--- config.mk ---
export PLATFORM = sky130hd
export DESIGN_NAME = cdb_arbiter
export DESIGN_NICKNAME = d
export VERILOG_FILES = /design/src/rtl/cdb_arbiter_pkg.sv /design/src/rtl/cdb_arbiter_rr.sv /design/src/rtl/cdb_arbiter.sv
export SDC_FILE = /design/constraint.sdc
export NUM_CORES = 1
export LEC_CHECK = 0
export BUFFER_PORTS_ARGS = -buffer_cell sky130_fd_sc_hd__buf_2
export CELL_PAD_IN_SITES_DETAIL_PLACEMENT = 0
export CELL_PAD_IN_SITES_GLOBAL_PLACEMENT = 1
export CORE_ASPECT_RATIO = 0.5
export CORE_MARGIN = 2
export CORE_UTILIZATION = 39
export DETAILED_ROUTE_END_ITERATION = 12
export PLACE_DENSITY = 0.84
export SLEW_MARGIN = 20
export SYNTH_ARGS = -nofsm -noshare
export SYNTH_HDL_FRONTEND = slang
export SYNTH_HIERARCHICAL = 1
export SYNTH_SLANG_ARGS = --single-unit
export TNS_END_PERCENT = 10
--- constraint.sdc ---
create_clock -name clk -period 2.5 [get_ports clk]
set_input_delay 0.5 -clock clk [delete_from_list [all_inputs] [get_ports clk]]
set_output_delay 0.5 -clock clk [all_outputs]
set_load 0.01 [all_outputs]
--- src/rtl/cdb_arbiter_pkg.sv ---
// Shared constants for the common-data-bus writeback arbiter: widths and
// producer index assignments.
package cdb_arbiter_pkg;

  localparam int CDB_NUM_SRC = 3;
  localparam int CDB_TAG_W   = 4;
  localparam int CDB_DATA_W  = 32;

  localparam int SRC_ALU = 0;
  localparam int SRC_LD  = 1;
  localparam int SRC_BR  = 2;

  // Index width that stays at least one bit wide for a single-source build.
  function automatic int idx_w(input int n);
    return (n > 1) ? $clog2(n) : 1;
  endfunction

endpackage

--- src/rtl/cdb_arbiter_rr.sv ---
// Combinational round-robin picker: first set request at or after ptr,
// wrapping modulo NUM_SRC.
module rr_arbiter
  import cdb_arbiter_pkg::*;
#(
  parameter int NUM_SRC = CDB_NUM_SRC
) (
  input  logic [NUM_SRC-1:0]          req,
  input  logic [idx_w(NUM_SRC)-1:0]   ptr,
  output logic [NUM_SRC-1:0]          gnt,
  output logic [idx_w(NUM_SRC)-1:0]   gnt_idx,
  output logic                        any_gnt
);

  localparam int IDX_W = idx_w(NUM_SRC);

  always_comb begin
    logic [IDX_W:0] cand;
    cand    = '0;
    gnt     = '0;
    gnt_idx = '0;
    any_gnt = 1'b0;
    for (int k = 0; k < NUM_SRC; k++) begin
      // ptr and k are both below NUM_SRC, so one subtraction is a full wrap.
      cand = {1'b0, ptr} + (IDX_W+1)'(k);
      if (cand >= (IDX_W+1)'(NUM_SRC)) begin
        cand = cand - (IDX_W+1)'(NUM_SRC);
      end
      if (!any_gnt && req[cand[IDX_W-1:0]]) begin
        any_gnt = 1'b1;
        gnt_idx = cand[IDX_W-1:0];
      end
    end
    gnt[gnt_idx] = any_gnt;
  end

endmodule

--- src/rtl/cdb_arbiter.sv ---
// Shares the single CDB writeback slot between producers, each with a
// one-entry holding buffer, granting one buffered result per cycle.
module cdb_arbiter
  import cdb_arbiter_pkg::*;
#(
  parameter int NUM_SRC = CDB_NUM_SRC,
  parameter int TAG_W   = CDB_TAG_W,
  parameter int DATA_W  = CDB_DATA_W
) (
  input  logic                        clk,
  input  logic                        rst,
  input  logic                        rdy,
  input  logic                        flush,
  input  logic [NUM_SRC-1:0]          src_valid,
  input  logic [NUM_SRC*TAG_W-1:0]    src_rename,
  input  logic [NUM_SRC*DATA_W-1:0]   src_value,
  output logic [NUM_SRC-1:0]          src_ready,
  output logic                        wb_valid,
  output logic [TAG_W-1:0]            wb_rename,
  output logic [DATA_W-1:0]           wb_value,
  output logic [idx_w(NUM_SRC)-1:0]   wb_src
);

  localparam int IDX_W = idx_w(NUM_SRC);

  logic [TAG_W-1:0]  src_rename_a [NUM_SRC];
  logic [DATA_W-1:0] src_value_a  [NUM_SRC];

  logic [NUM_SRC-1:0] buf_valid_q, buf_valid_d;
  logic [TAG_W-1:0]   buf_rename_q [NUM_SRC];
  logic [TAG_W-1:0]   buf_rename_d [NUM_SRC];
  logic [DATA_W-1:0]  buf_value_q  [NUM_SRC];
  logic [DATA_W-1:0]  buf_value_d  [NUM_SRC];
  logic [IDX_W-1:0]   rr_ptr_q, rr_ptr_d;
  logic               wb_valid_q, wb_valid_d;
  logic [TAG_W-1:0]   wb_rename_q, wb_rename_d;
  logic [DATA_W-1:0]  wb_value_q, wb_value_d;
  logic [IDX_W-1:0]   wb_src_q, wb_src_d;

  logic [NUM_SRC-1:0] gnt;
  logic [IDX_W-1:0]   gnt_idx;
  logic               any_gnt;

  for (genvar gi = 0; gi < NUM_SRC; gi++) begin : g_unpack
    assign src_rename_a[gi] = src_rename[gi*TAG_W +: TAG_W];
    assign src_value_a[gi]  = src_value[gi*DATA_W +: DATA_W];
  end

  rr_arbiter #(.NUM_SRC(NUM_SRC)) u_rr (
    .req     (buf_valid_q),
    .ptr     (rr_ptr_q),
    .gnt     (gnt),
    .gnt_idx (gnt_idx),
    .any_gnt (any_gnt)
  );

  always_comb begin
    buf_valid_d  = buf_valid_q;
    buf_rename_d = buf_rename_q;
    buf_value_d  = buf_value_q;
    rr_ptr_d     = rr_ptr_q;
    wb_valid_d   = wb_valid_q;
    wb_rename_d  = wb_rename_q;
    wb_value_d   = wb_value_q;
    wb_src_d     = wb_src_q;
    if (rdy) begin
      if (flush) begin
        buf_valid_d = '0;
        wb_valid_d  = 1'b0;
      end else begin
        wb_valid_d  = any_gnt;
        buf_valid_d = buf_valid_q & ~gnt;
        if (any_gnt) begin
          wb_rename_d = buf_rename_q[gnt_idx];
          wb_value_d  = buf_value_q[gnt_idx];
          wb_src_d    = gnt_idx;
          rr_ptr_d    = (gnt_idx == IDX_W'(NUM_SRC-1)) ? '0 : gnt_idx + IDX_W'(1);
        end
        // Only empty buffers accept, so an accept never collides with a grant.
        for (int i = 0; i < NUM_SRC; i++) begin
          if (src_valid[i] && !buf_valid_q[i]) begin
            buf_valid_d[i]  = 1'b1;
            buf_rename_d[i] = src_rename_a[i];
            buf_value_d[i]  = src_value_a[i];
          end
        end
      end
    end
  end

  always_ff @(posedge clk or negedge rst) begin
    if (!rst) begin
      buf_valid_q <= '0;
      for (int i = 0; i < NUM_SRC; i++) begin
        buf_rename_q[i] <= '0;
        buf_value_q[i]  <= '0;
      end
      rr_ptr_q    <= '0;
      wb_valid_q  <= 1'b0;
      wb_rename_q <= '0;
      wb_value_q  <= '0;
      wb_src_q    <= '0;
    end else begin
      buf_valid_q  <= buf_valid_d;
      buf_rename_q <= buf_rename_d;
      buf_value_q  <= buf_value_d;
      rr_ptr_q     <= rr_ptr_d;
      wb_valid_q   <= wb_valid_d;
      wb_rename_q  <= wb_rename_d;
      wb_value_q   <= wb_value_d;
      wb_src_q     <= wb_src_d;
    end
  end

  assign src_ready = ~buf_valid_q;
  assign wb_valid  = wb_valid_q;
  assign wb_rename = wb_rename_q;
  assign wb_value  = wb_value_q;
  assign wb_src    = wb_src_q;

endmodule

==> results.sh <==
export IMPL_status="completed"
export IMPL_drt_first_iter_violations=215
export IMPL_setup_ws_ns=0.0699
export IMPL_fp_dieW_um=191
export IMPL_worstMarginPinSlew_ns=0.508
export IMPL_io_pins=157
export IMPL_max_slew_margin_pct=66.1
export IMPL_grt_pass1_wl_um=26900
export IMPL_min_period_ns=2.43
export IMPL_leakage_nw=3.99
export IMPL_r2r_setup_slack_ns=0.07
export IMPL_seq_area_frac_synth_pct=55.7
export IMPL_grt_pass1_vias=5050
export IMPL_syn_num_nets=664
export IMPL_fp_coreArea_mm2=0.0173
export IMPL_peakVddDrop_mv=0.747
export IMPL_cp_end_kind="register"
export IMPL_die_height_um=97.6
export IMPL_diodes=0
export IMPL_vias=4890
export IMPL_reg2regPathDepth=11
export IMPL_reg2reg_to="wb_value[8]"
export IMPL_min_path_type="in2async"
export IMPL_syn_cell_area_mm2=0.00683
export IMPL_cts_sinks=152
export IMPL_root_buffer="clkbuf_16"
export IMPL_ys_types=39
export IMPL_p_comb_share_pct=45.7
export IMPL_clockBufferDepth=2
export IMPL_nFillCells=1531
export IMPL_critical_path_buf_inv_count=3
export IMPL_start_util_pct=39.6
export IMPL_cp_depth=11
export IMPL_synthFlopType="dfrtp_1"
export IMPL_setup_viol=0
export IMPL_ys_seq_elements=152
export IMPL_drv_cap=0
export IMPL_finalPower_mw=13.1
export IMPL_antenna_found_initial=0
export IMPL_power_frac_seq_pct=33.1
export IMPL_finalNetCount=836
export IMPL_die_area_mm2=0.0187
export IMPL_pre_cts_ws_ns=-0.0592
export IMPL_p_per_area_mw_per_mm2=1490
export IMPL_tritoncts="done"
export IMPL_p_sw_share_pct=35.2
export IMPL_syn_inst=545
export IMPL_clk_pin_slew_ns=0.06
export IMPL_hold_viol=0
export IMPL_rows=34
export IMPL_worstPathArrival_ns=2.76
export IMPL_p_int_mw=8.48
export IMPL_grt_overflow=0
export IMPL_synth_edf_count=0
export IMPL_crit_required_ns=2.83
export IMPL_drcViolationCount=0
export IMPL_hpwlAfterDp_um=11600
export IMPL_tns_ns=0
export IMPL_post_drt_wl_per_cell_um=17.9
export IMPL_area_growth_pct=28.8
export IMPL_crit_family="compound AO/OA/AOI/OAI gates"
export IMPL_crit_slowest_cell="dfrtp_1"
export IMPL_numCtsBuffers=17
export IMPL_layout_drive_gt1_share_pct=51.5
export IMPL_fin_worst_skew_ns=0.0110
export IMPL_r2r_start="rr_ptr_q[0]"
export IMPL_yosys_warnings=6
export IMPL_firstDrtPassIters=4
export IMPL_max_freq_ghz=0.412
export IMPL_syn_area_per_cell_um2=12.5
export IMPL_crit_type="reg2reg"
export IMPL_h_tree_depth=4
export IMPL_insertion_delay_ns=0.42
export IMPL_cp_cell_sequence="inv_2, ha_4, mux2i_2, o2111ai_1, a21o_1, and2_2, buf_4, buf_8, mux2i_1, or2_2, a21oi_1"
export IMPL_switching_power_mw=4.61
export IMPL_synthArstFlopShare_pct=100
export IMPL_via_per_inst=5.07
export IMPL_grt_max_degree=54
export IMPL_port_buffers=156
export IMPL_clkPwrFrac_pct=21.2
export IMPL_drt_total_wl_um=17300
export IMPL_path_max_fanout=19
export IMPL_grt_use_total_pct=18.9
export IMPL_ant_nets=0
export IMPL_cp_slowest_stage_delay_ns=0.38
export IMPL_slew_violations=0
export IMPL_cp_start_kind="register"
export IMPL_finalWeightedCongestion=0.798
export IMPL_fin_crit_sh_pct=97.2
==> cells in the mapped netlist, types with 2 or more instances <==
cell        n  area share, %
buf_6       6           0.99
buf_2       6           0.44
o21ai_1     3           0.22
a21o_1      3           0.33
nand2_1    12           0.66
nor3_4      2           0.48
buf_4       6           0.66
nor2_1     39            2.1
clkbuf_1   13           0.71
o21a_1      2           0.22
a21oi_1    72            5.3
mux2i_1    39            5.7
o21ai_0     3           0.22
inv_1       8           0.44
ha_1        4           0.73
or2_2      36            3.3
mux2_1     12            2.0
o22ai_1     2           0.18
and2_1      2           0.18
mux2_2     99             16
nand3b_1    5           0.55
dfrtp_1   152             56
buf_8       3           0.66
==> cell usage in the layout (no fill, tap or decap), drive strengths merged, types with 2 or more instances in the layout <==
master and count:
buf 186, dfrtp 152, mux2 111, a21oi 72, mux2i 40, nor2 39, or2 36, clkbuf 20
nand2 12, inv 9, o21ai 7, clkinv 6, nand3b 5, bufinv 4, ha 4, a21o 3
nor3 2, o22ai 2, clkinvlp 2, and2 2, o21a 2
==> registers in the layout, indices dropped and copies added (netlist names) <==
register,cells
rr_ptr_q,2
buf_valid_q,3
wb_value,32
wb_src,2
wb_rename,4
buf_rename_q,12
buf_value_q,96
wb_valid,1
==> worst register-to-register path: cells and delay by family (launching register included) <==
| kind | cells | cell delay [ns] |
|---|---|---|
| AO/OA/AOI/OAI | 3 | 0.50 |
| buffers and inverters | 3 | 0.42 |
| AND/OR/NAND/NOR | 2 | 0.47 |
| flip-flops | 1 | 0.38 |
| adder cells (fa/ha/maj) | 1 | 0.17 |
| multiplexers | 2 | 0.39 |
==> through the flow <==
stage | std cells | area, µm² | hold WS (ns) | utilization (%)
finish | 964 | 8800 | 0.0260 | 50.9
floorplan | 545 | 6830 | 0.204 | -
detailed placement | 927 | 7980 | 0.471 | 46.2
global placement | 927 | 7980 | 0.457 | 46.2
CTS | 960 | 8670 | 0.0369 | 50.2
global route | 964 | 8800 | 0.0563 | 50.9
==> per-layer routing <==
layer  routed length [µm]  track usage, %  vias to the layer above
met5                    0               0                        -
met4                  215            6.21                        0
met3                  702            3.83                       15
met2                 8870            32.0                      115
met1                 7500            24.2                     2508
li1                     -               -                     2252
==> timing repair <==
item | CTS | global route
pin swaps | 0 | 1
setup buffers | 1 | 3
endpoints found under the hold margin | 0 | 0
cloned | 0 | 1
endpoints found under the setup margin | 34 | 38
resized for setup | 9 | 19
hold buffers | 0 | 0
==> worst max-delay path by stage <==
stage                           start      endpoint  slack, ns
after floorplan           rr_ptr_q[0]  wb_value[12]       0.14
after global placement    rr_ptr_q[1]  wb_value[30]       0.06
after detailed placement  rr_ptr_q[1]  wb_value[19]      -0.06
after CTS                 rr_ptr_q[0]  wb_value[22]      0.006
after global routing      rr_ptr_q[0]  wb_value[19]      -0.02
final                     rr_ptr_q[0]   wb_value[8]       0.07
==> power by group through the flow <==
stage	logic [mW]	clock network (mW)	registers (mW)
4_1_cts	5.64	2.82	4.33
2_1_floorplan	3.64	0	4.32
6_report	5.98	2.77	4.33
5_1_grt	6.50	2.92	4.49
3_5_place_dp	5.50	0	4.36
3_3_place_gp	5.36	0	4.31
==> cells by family (layout without fill, tap and decap cells) <==
family	count (synthesis)	after routing	synth area share, %
mux	151	151	24.2
simple gates	104	104	8.19
fa+ha+maj	4	4	0.732
compound gates	92	92	7.31
flops	152	152	55.7
buf+inv	42	227	3.90
==> cell type report <==
class / instances / area [µm²] / area share, %
clock buffers: 19 / 453 / 5.15
clock inverters: 13 / 195 / 2.22
inverters: 8 / 30.0 / 0.341
multi-input cells: 351 / 2860 / 32.5
flip-flops and latches: 152 / 3800 / 43.2
well taps: 234 / 293 / 3.33
repair buffers: 187 / 1160 / 13.2
Power figures use the tool's default switching activity.
